## src/rtl/parity_accumulator_framed_pkg.sv

```systemverilog
// Shared definitions for the framed multi-lane parity accumulator:
// FSM encodings, default sizing and the lane slice helper.
package parity_accumulator_framed_pkg;

  localparam logic [1:0] S_IDLE = 2'd0;
  localparam logic [1:0] S_ACC  = 2'd1;
  localparam logic [1:0] S_OUT  = 2'd2;

  localparam int unsigned DEF_M     = 16;
  localparam int unsigned DEF_NCH   = 4;
  localparam int unsigned DEF_LEN_W = 8;

  // Low bit index of lane c inside a packed NCH*M word.
  function automatic int unsigned lane_lo(input int unsigned c, input int unsigned m);
    return c * m;
  endfunction

endpackage

```

## src/rtl/parity_accumulator_framed_if.sv

```systemverilog
// Beat-in / parity-out handshake bundle for parity_accumulator_framed.
// master drives beats and consumes parity; slave is the accumulator.
interface parity_accumulator_framed_if
  import parity_accumulator_framed_pkg::*;
#(
  parameter int unsigned M     = DEF_M,
  parameter int unsigned NCH   = DEF_NCH,
  parameter int unsigned LEN_W = DEF_LEN_W
) ();

  logic                 in_valid;
  logic                 in_ready;
  logic                 in_sof;
  logic [NCH*M-1:0]     in_data;
  logic [NCH-1:0]       ch_en;
  logic [LEN_W-1:0]     frame_len;
  logic                 out_valid;
  logic                 out_ready;
  logic [NCH*M-1:0]     out_parity;
  logic [LEN_W-1:0]     out_beats;
  logic                 err_pulse;

  modport master (
    output in_valid, in_sof, in_data, ch_en, frame_len, out_ready,
    input  in_ready, out_valid, out_parity, out_beats, err_pulse
  );

  modport slave (
    input  in_valid, in_sof, in_data, ch_en, frame_len, out_ready,
    output in_ready, out_valid, out_parity, out_beats, err_pulse
  );

endinterface

```

## src/rtl/parity_accumulator_framed_lane.sv

```systemverilog
// One M-bit XOR parity lane with load / accumulate / clear controls.
module parity_acc_lane #(
  parameter int unsigned M = 16
) (
  input  logic         i_clk,
  input  logic         i_rst_n,
  input  logic         i_load,
  input  logic         i_acc,
  input  logic         i_clr,
  input  logic         i_en,
  input  logic [M-1:0] i_d,
  output logic [M-1:0] o_q
);

  logic [M-1:0] r_acc;
  logic [M-1:0] w_d;

  assign w_d = i_d & {M{i_en}};
  assign o_q = r_acc;

  always_ff @(posedge i_clk or negedge i_rst_n) begin
    if (!i_rst_n) begin
      r_acc <= '0;
    end else if (i_clr) begin
      r_acc <= '0;
    end else if (i_load) begin
      r_acc <= w_d;
    end else if (i_acc) begin
      r_acc <= r_acc ^ w_d;
    end
  end

endmodule

```

## src/rtl/parity_accumulator_framed.sv

```systemverilog
// Frame-aware NCH-lane parity XOR accumulator: collects frame_len beats,
// then holds the parity word until the downstream handshake.
module parity_accumulator_framed
  import parity_accumulator_framed_pkg::*;
#(
  parameter int unsigned M     = DEF_M,
  parameter int unsigned NCH   = DEF_NCH,
  parameter int unsigned LEN_W = DEF_LEN_W
) (
  input  logic                        clk,
  input  logic                        rst,
  parity_accumulator_framed_if.slave  bus
);

  logic [1:0]       r_state;
  logic [LEN_W-1:0] r_count;
  logic [LEN_W-1:0] r_len;
  logic [NCH-1:0]   r_en;
  logic             r_err;

  logic             w_in_ready;
  logic             w_accept;
  logic             w_sof;
  logic             w_beat;
  logic             w_stray;
  logic             w_take;
  logic [LEN_W-1:0] w_len_eff;
  logic [LEN_W-1:0] w_cnt_inc;
  logic [NCH*M-1:0] w_in_data;
  logic [NCH*M-1:0] w_parity;

  assign w_in_ready = (r_state != S_OUT);
  assign w_accept   = bus.in_valid && w_in_ready;
  assign w_sof      = w_accept && bus.in_sof;
  assign w_beat     = w_accept && !bus.in_sof && (r_state == S_ACC);
  assign w_take     = (r_state == S_OUT) && bus.out_ready;
  assign w_len_eff  = (bus.frame_len == '0) ? LEN_W'(1) : bus.frame_len;
  assign w_cnt_inc  = r_count + LEN_W'(1);
  assign w_in_data  = bus.in_data;

  // A non-SOF beat in IDLE and an SOF beat mid-frame are both protocol errors;
  // the SOF case still restarts the frame below.
  assign w_stray = w_accept &&
                   (((r_state == S_IDLE) && !bus.in_sof) ||
                    ((r_state == S_ACC)  &&  bus.in_sof));

  always_ff @(posedge clk or negedge rst) begin
    if (!rst) begin
      r_state <= S_IDLE;
      r_count <= '0;
      r_len   <= '0;
      r_en    <= '0;
      r_err   <= 1'b0;
    end else begin
      r_err <= w_stray;
      if (w_sof) begin
        r_len   <= w_len_eff;
        r_en    <= bus.ch_en;
        r_count <= LEN_W'(1);
        r_state <= (w_len_eff == LEN_W'(1)) ? S_OUT : S_ACC;
      end else if (w_beat) begin
        r_count <= w_cnt_inc;
        if (w_cnt_inc == r_len) begin
          r_state <= S_OUT;
        end
      end else if (w_take) begin
        r_count <= '0;
        r_state <= S_IDLE;
      end
    end
  end

  for (genvar c = 0; c < NCH; c++) begin : g_lane
    localparam int unsigned LO = lane_lo(c, M);

    parity_acc_lane #(.M(M)) u_lane (
      .i_clk   (clk),
      .i_rst_n (rst),
      .i_load  (w_sof),
      .i_acc   (w_beat),
      .i_clr   (w_take),
      .i_en    (w_sof ? bus.ch_en[c] : r_en[c]),
      .i_d     (w_in_data[LO +: M]),
      .o_q     (w_parity[LO +: M])
    );
  end

  assign bus.in_ready   = w_in_ready;
  assign bus.out_valid  = (r_state == S_OUT);
  assign bus.out_parity = w_parity;
  assign bus.out_beats  = r_count;
  assign bus.err_pulse  = r_err;

endmodule
```

## src/flat_wrapper.sv

```systemverilog
// flat-port wrapper written by rule: the top's interface ports become plain ports
module parity_accumulator_framed_flat import parity_accumulator_framed_pkg::*;
#(
  parameter int unsigned M     = DEF_M,
  parameter int unsigned NCH   = DEF_NCH,
  parameter int unsigned LEN_W = DEF_LEN_W
)
  (clk, rst, bus_in_valid, bus_in_sof, bus_in_data, bus_ch_en, bus_frame_len, bus_out_ready, bus_in_ready, bus_out_valid, bus_out_parity, bus_out_beats, bus_err_pulse);
  parity_accumulator_framed_if #(.M(M), .NCH(NCH), .LEN_W(LEN_W)) bus_i ();
  input  logic clk;
  input  logic rst;
  input wire logic [$bits(bus_i.in_valid)-1:0] bus_in_valid;
  input wire logic [$bits(bus_i.in_sof)-1:0] bus_in_sof;
  input wire logic [$bits(bus_i.in_data)-1:0] bus_in_data;
  input wire logic [$bits(bus_i.ch_en)-1:0] bus_ch_en;
  input wire logic [$bits(bus_i.frame_len)-1:0] bus_frame_len;
  input wire logic [$bits(bus_i.out_ready)-1:0] bus_out_ready;
  output wire logic [$bits(bus_i.in_ready)-1:0] bus_in_ready;
  output wire logic [$bits(bus_i.out_valid)-1:0] bus_out_valid;
  output wire logic [$bits(bus_i.out_parity)-1:0] bus_out_parity;
  output wire logic [$bits(bus_i.out_beats)-1:0] bus_out_beats;
  output wire logic [$bits(bus_i.err_pulse)-1:0] bus_err_pulse;
  assign bus_i.in_valid = bus_in_valid;
  assign bus_i.in_sof = bus_in_sof;
  assign bus_i.in_data = bus_in_data;
  assign bus_i.ch_en = bus_ch_en;
  assign bus_i.frame_len = bus_frame_len;
  assign bus_i.out_ready = bus_out_ready;
  assign bus_in_ready = bus_i.in_ready;
  assign bus_out_valid = bus_i.out_valid;
  assign bus_out_parity = bus_i.out_parity;
  assign bus_out_beats = bus_i.out_beats;
  assign bus_err_pulse = bus_i.err_pulse;
  parity_accumulator_framed #(.M(M), .NCH(NCH), .LEN_W(LEN_W)) u_core (.clk(clk), .rst(rst), .bus(bus_i));
endmodule
```

## config.mk

```make
export PLATFORM = sky130hd
export DESIGN_NAME = parity_accumulator_framed_flat
export DESIGN_NICKNAME = d
export VERILOG_FILES = /design/src/rtl/parity_accumulator_framed_pkg.sv /design/src/rtl/parity_accumulator_framed_if.sv /design/src/rtl/parity_accumulator_framed_lane.sv /design/src/rtl/parity_accumulator_framed.sv /design/src/flat_wrapper.sv
export SDC_FILE = /design/constraint.sdc
export NUM_CORES = 1
export LEC_CHECK = 0
export BUFFER_PORTS_ARGS = -buffer_cell sky130_fd_sc_hd__buf_4
export CAP_MARGIN = 25
export CORE_MARGIN = 2
export CORE_UTILIZATION = 45
export CTS_BUF_LIST = sky130_fd_sc_hd__clkbuf_4 sky130_fd_sc_hd__clkbuf_8 sky130_fd_sc_hd__clkbuf_16
export CTS_CLUSTER_DIAMETER = 100
export DETAILED_ROUTE_END_ITERATION = 10
export PLACE_DENSITY = 0.72
export SYNTH_ARGS = -nofsm -noshare
export SYNTH_HDL_FRONTEND = slang
export SYNTH_SLANG_ARGS = --single-unit
export TNS_END_PERCENT = 1
```

## constraint.sdc

```tcl
create_clock -name clk -period 2.1 [get_ports clk]
set_input_delay 0.21 -clock clk [delete_from_list [all_inputs] [get_ports clk]]
set_output_delay 0.21 -clock clk [all_outputs]
set_load 0.05 [all_outputs]
```

Yosys cells after proc, flatten, opt, wreduce, memory -nomap -nowiden
Index checks and enable logic that the tools add are counted.
Operators by class
  add/subtract/negate cells: 1
  multiply operators: 0
  div/mod/pow operators: 0
  $lt $le $gt $ge: 0
  equal/unequal tests: 6
  shifts and indexed selects: 0
  muxes and demuxes: 25
  bitwise operators: 8
  reduce and logical (&&, ||, !) cells: 14
Operators with widths (number)
  two-way mux 16 bit: 12
  AND 16 bit: 4
  bitwise XOR 16 bit: 4
  two-way mux 8 bit: 4
  two-way mux 2 bit: 5
  adder 8 x 1 -> 8 bit, second input constant: 1
  == test 8 x 1 -> 1 bit, second input constant: 1
  == test 8 bit: 1
  logical AND 1 bit: 8
  logical NOT 8 bit: 1
  two-way mux 1 bit: 4
  inequality test 3 x 1 -> 1 bit, second input constant: 1
  nonzero test 3 bit: 1
  == test 2 x 1 -> 1 bit, second input constant: 1
  == test 2 bit, second input constant: 1
  logical NOT 2 bit: 1
  inequality test 2 bit, second input constant: 1
  AND reduction 2 bit: 1
  logical NOT 1 bit: 1
  logical OR 1 bit: 1
Word-level totals
  register bits after elaboration: 87
  latch bits: 0
  memory bits (writable): 0
  ROM bits: 0
  output and inout bits: 75
  memories kept: 0

Depth between registers and ports, before layout
  depth after elaboration: 9
  mapped depth: 8
  depth with buffers taken out: 6

Hierarchy
A second synthesis with hierarchy kept.
Unflattened totals
  cell total of the unflattened synthesis: 545
  area, all modules: 5039.8 µm²
Modules (own cells, without submodules)
  parity_acc_lane: times used 4, cells each 107, area an instance 953.4 µm²
  parity_accumulator_framed: times used 1, cells each 117, area an instance 1226.2 µm²

Least setup slack after synthesis
OpenSTA, ideal clock, no wires.
  path type: flip-flop to flip-flop
  start point: reg u_core.r_count[0] (netlist: u_core.bus.out_beats[0])
  end point: reg u_core.r_state[1]
  arrival time: 2.005 ns
  data required time: 2.032 ns
  slack: 0.027 ns
  stages on the path, launching flop included: 7
  path buffers: 0
  cell sequence: dfrtp_1 > ha_1 > nand3_1 > nor2_1 > o21ai_0 > o41ai_1 > and4_1
On the way
  word-level cells in the longest chain between the ends: 4
RTL lines
  start: declaration: RTL line parity_accumulator_framed.sv:16  | logic [LEN_W-1:0] r_count;
  start signal: assignment: RTL line parity_accumulator_framed.sv:62  | r_count <= w_cnt_inc;
  adder 8 x 1 -> 8 bit: RTL line parity_accumulator_framed.sv:38  | assign w_cnt_inc = r_count + LEN_W'(1);
  == test 8 bit: RTL line parity_accumulator_framed.sv:63  | if (w_cnt_inc == r_len) begin
  inequality test 3 x 1 -> 1 bit (no source line)
  AND reduction 2 bit (no source line)
  end signal: assignment: RTL line parity_accumulator_framed.sv:60  | r_state <= (w_len_eff == LEN_W'(1)) ? S_OUT : S_ACC;
  end: declaration: RTL line parity_accumulator_framed.sv:15  | logic [1:0] r_state;
Every way passes these cells.
A chain may end at the register's enable or synchronous reset.

Worst setup path in the final report
  start point: reg u_core.r_state[1]
  end point: reg u_core.g_lane[0].u_lane.r_acc[14]
On the way
  word-level cells in the longest chain between the ends: 9
RTL lines
  inequality test 2 bit: RTL line parity_accumulator_framed.sv:32  | assign w_in_ready = (r_state != S_OUT);
  logical AND 1 bit: RTL line parity_accumulator_framed.sv:33  | assign w_accept = bus.in_valid && w_in_ready;
  logical AND 1 bit: RTL line parity_accumulator_framed.sv:34  | assign w_sof = w_accept && bus.in_sof;
  two-way mux 1 bit: RTL line parity_accumulator_framed.sv:82  | .i_en (w_sof ? bus.ch_en[c] : r_en[c]),
  AND 16 bit: RTL line parity_accumulator_framed_lane.sv:18  | assign w_d = i_d & {M{i_en}};
  bitwise XOR 16 bit: RTL line parity_accumulator_framed_lane.sv:29  | r_acc <= r_acc ^ w_d;
  two-way mux 16 bit: RTL line parity_accumulator_framed_lane.sv:28  | end else if (i_acc) begin
  two-way mux 16 bit: RTL line parity_accumulator_framed_lane.sv:26  | end else if (i_load) begin
  two-way mux 16 bit: RTL line parity_accumulator_framed_lane.sv:24  | end else if (i_clr) begin
  end signal: assignment: RTL line parity_accumulator_framed_lane.sv:27  | r_acc <= w_d;
  end signal: assignment: RTL line parity_accumulator_framed_lane.sv:29
  end: declaration: RTL line parity_accumulator_framed_lane.sv:15  | logic [M-1:0] r_acc;
Parallel ways exist; a longest one is shown, timed or not. The select of a mux whose other input is x is not followed.

==> impl_metrics.yaml <==
timing:
  period_share_pct: 91.9
  finalSetupTns_ns: 0
  hold_viol: 0
  finalSetupViolations: 0
  slew_violations: 0
  rsz0062_at_grt: "false"
  worstMarginPinSlew_ns: 0.654
  period_minus_slack_ns: 1.93
  skew_ns: 0.00845
  slew_headroom_pct: 56.4
  fmax_mhz: 518
logic_synthesis:
  synthesis.area_um2: 4950
  ys_ff_latch: 87
  syn_nets: 627
  synth_top_area_cell: "dfrtp_1"
  syn_area_per_cell_um2: 9.08
  seq_area_frac_synth_pct: 44.0
  synth_cell_type_count: 47
  synth_flop_cell: "dfrtp_1"
  synth.top_cell.area_share_pct: 44.0
  async_reset_ff_share_pct: 100
  netlist_instances: 545
  ys_top_cells_by_area: "dfrtp_1, xor2_1, nand2_1"
  yosys_warnings: 0
  synth-edff-count: 0
worst_setup_path:
  startpoint: "u_core.r_state[1]"
  worstPathCellList: "nand2b_1 -> nand3_2 -> buf_12 -> nand2_1 -> xor2_1 -> o21ai_0"
  worstSetupStartpointType: "flip-flop"
  rr_startpoint: "u_core.r_state[1]"
  cp.arrival_ns: 2.18
  path_class: "flip-flop to flip-flop"
  slowest_delay_ns: 0.44
  r2r_slack_ns: 0.17
  cpMaxStageDelayCell: "dfrtp_1"
  worst-path-max-fanout: 36
  cp.required_ns: 2.35
  setup.worst_path.end: "u_core.g_lane[0].u_lane.o_q[14]"
  cp-end-kind: "flip-flop"
  r2r-end: "u_core.g_lane[0].u_lane.o_q[14]"
  ff2ff_path_depth: 6
clocking:
  cts_root_buffer: "clkbuf_8"
  cts_max_path_buffers: 2
  clk_pin_slew_ns: 0.08
  cts_buffers: 9
  cts.sinks: 87
  insertion_delay_ns: 0.36
  cts_tree: "yes"
  h-tree-depth: 3
floorplan:
  start_util_pct: 45.8
  die_h_um: 109
  fp.dieW_um: 109
  core_region_area_um2: 10800
  rows: 38
  io_pins: 156
  die-area_um2: 11800
route:
  vias: 4432
  drt_pass1_iterations: 4
  wl_per_cell_um: 15.7
  drc_errors: 0
  final_antenna_net_count: 0
  drt_iter0_markers: 248
  wl_um: 13300
  viasPerCell: 5.25
worst_hold_path:
  hold_class: "input port to flip-flop"
run:
  max_cap_violations: 0
place:
  dp_cells: 827
  portBuffers: 155
  placed_cell_area_um2: 6370
  gp_congestion: 0.805
  dp_hpwl_um: 9160
layout:
  diodes: 0
  area_delta_synth_final_pct: 34.3
  finalNetCount: 781
  drive_gt1_share_pct: 29.8
  nFillCells: 936
  final_cell_count_no_fill: 844
  final_area_um2: 6640
global_routing:
  antenna_found_initial: 0
  grtUsageTotal_pct: 22.9
  grt_pass1_wl_um: 21300
  grt_start_max_net_pins: 49
  grt_pass1_vias: 4385
  grt_overflow: 0
power:
  powerDensity_nw_per_um2: 1410
  ir_worst_vdd_mv: 0.957
  power.leakage_nw: 3.06
run_status:
  status: "finished, final reports clean"
## routing by layer
layer	track usage, %	wire length, µm	vias up
met5	0	0	-
met4	6.96	158	0
met3	5.68	924	12
met2	38.2	6330	139
met1	29.4	5840	2130
li1	-	-	2151
## cell usage after synthesis, types with 3 or more instances
cell,count
o31ai_4,4
clkbuf_1,17
buf_2,9
mux2_2,7
buf_4,3
xnor2_1,4
o21ai_1,17
nor2_1,9
nand4_1,5
nor2b_1,3
dfrtp_1,87
nand2_1,141
o21ai_0,60
nand3_1,3
nor3_1,4
xor2_1,68
a21boi_0,64
## sequential cells by signal (all words and copies together) (netlist names)
| register | flops |
|---|---|
| u_core.bus.err_pulse | 1 |
| u_core.bus.out_beats | 8 |
| u_core.g_lane.u_lane.o_q | 64 |
| u_core.r_en | 4 |
| u_core.r_len | 8 |
| u_core.r_state | 2 |
## cells in the final DEF, fill, tap and decap left out, drive strengths merged, types with 2 or more instances in the layout
cell	count
nor3	5
xnor2	4
clkbuf	13
nor2b	3
dfrtp	87
o41ai	2
o21a	2
and2	2
buf	174
o31ai	6
nand2	141
o211ai	2
nand3	5
inv	4
nand4	5
nor2	9
nand3b	2
o21ai	78
a21boi	64
mux2	7
xor2	68
nor4	2
bufinv	3
## critical path: cells and delay by family, from the launching register on
kind	cells	cell delay, ns
xor gates and xnor gates	1	0.17
buffers and inverters	1	0.31
AOI/OAI and AO/OA	1	0.09
and+or+nand+nor	3	0.79
DFF	1	0.44
## how the worst min path moves through the flow
| stage | end | start | slack [ns] | cells after the start |
|---|---|---|---|---|
| 3_3_place_gp | u_core.g_lane[1].u_lane.o_q[3] | rst | 0.28 | 1 |
| 2_1_floorplan | u_core.bus.err_pulse | rst | -0.09 | 0 |
| 3_5_place_dp | u_core.g_lane[1].u_lane.o_q[3] | rst | 0.27 | 1 |
| 6_report | u_core.r_len[2] | bus_frame_len[2] | 0.08 | 2 |
| 4_1_cts | u_core.r_len[2] | bus_frame_len[2] | 0.07 | 2 |
| 5_1_grt | u_core.r_len[3] | bus_frame_len[3] | 0.08 | 2 |
## through the flow
| stage | hold WS, ns | worst slack [ns] | power, mW | utilization, % |
|---|---|---|---|---|
| 2_1_floorplan | -0.0856 | 0.0268 | 6.24 | - |
| 3_3_place_gp | 0.277 | 0.224 | 7.78 | 59.0 |
| 3_5_place_dp | 0.273 | 0.167 | 7.91 | 59.0 |
| 4_1_cts | 0.0651 | 0.126 | 9.41 | 61.5 |
| 5_1_grt | 0.0783 | 0.0152 | 9.87 | 61.5 |
| 6_report | 0.0843 | 0.170 | 9.33 | 61.5 |
## repair_timing
item / 4_1_cts / 5_1_grt
endpoints found under the setup margin: 0 / 2
resized for setup: 0 / 1
hold endpoints to repair: 46 / 0
setup buffers: 0 / 0
hold buffers: 1 / 0
## cell type report
type	count	area (µm²)	share of cell area, %
flip-flops and latches	87	2180	32.8
well taps	140	175	2.64
inverters	4	20.0	0.301
clock inverters	3	90.1	1.36
repair buffers	175	1400	21.1
clock buffers	13	160	2.41
multi-input cells	422	2610	39.4
## power by group
group	switching, mW	leakage, nW	internal (mW)
Sequential	0.548	1.13	2.31
Combinational	3.42	1.81	1.59
Clock	0.601	0.128	0.865
Total	4.57	3.06	4.76
## cell families (layout without fill, tap and decap cells)
| kind of cell | count (synthesis) | after routing | share of synthesized area [%] |
|---|---|---|---|
| simple gates | 180 | 180 | 15.6 |
| fa+ha+maj | 1 | 1 | 0.253 |
| xor+xnor | 72 | 72 | 12.7 |
| buf+inv | 36 | 195 | 3.44 |
| flops | 87 | 87 | 44.0 |
| compound gates | 162 | 162 | 22.3 |
| mux | 7 | 7 | 1.59 |
Power figures use the tool's default switching activity.
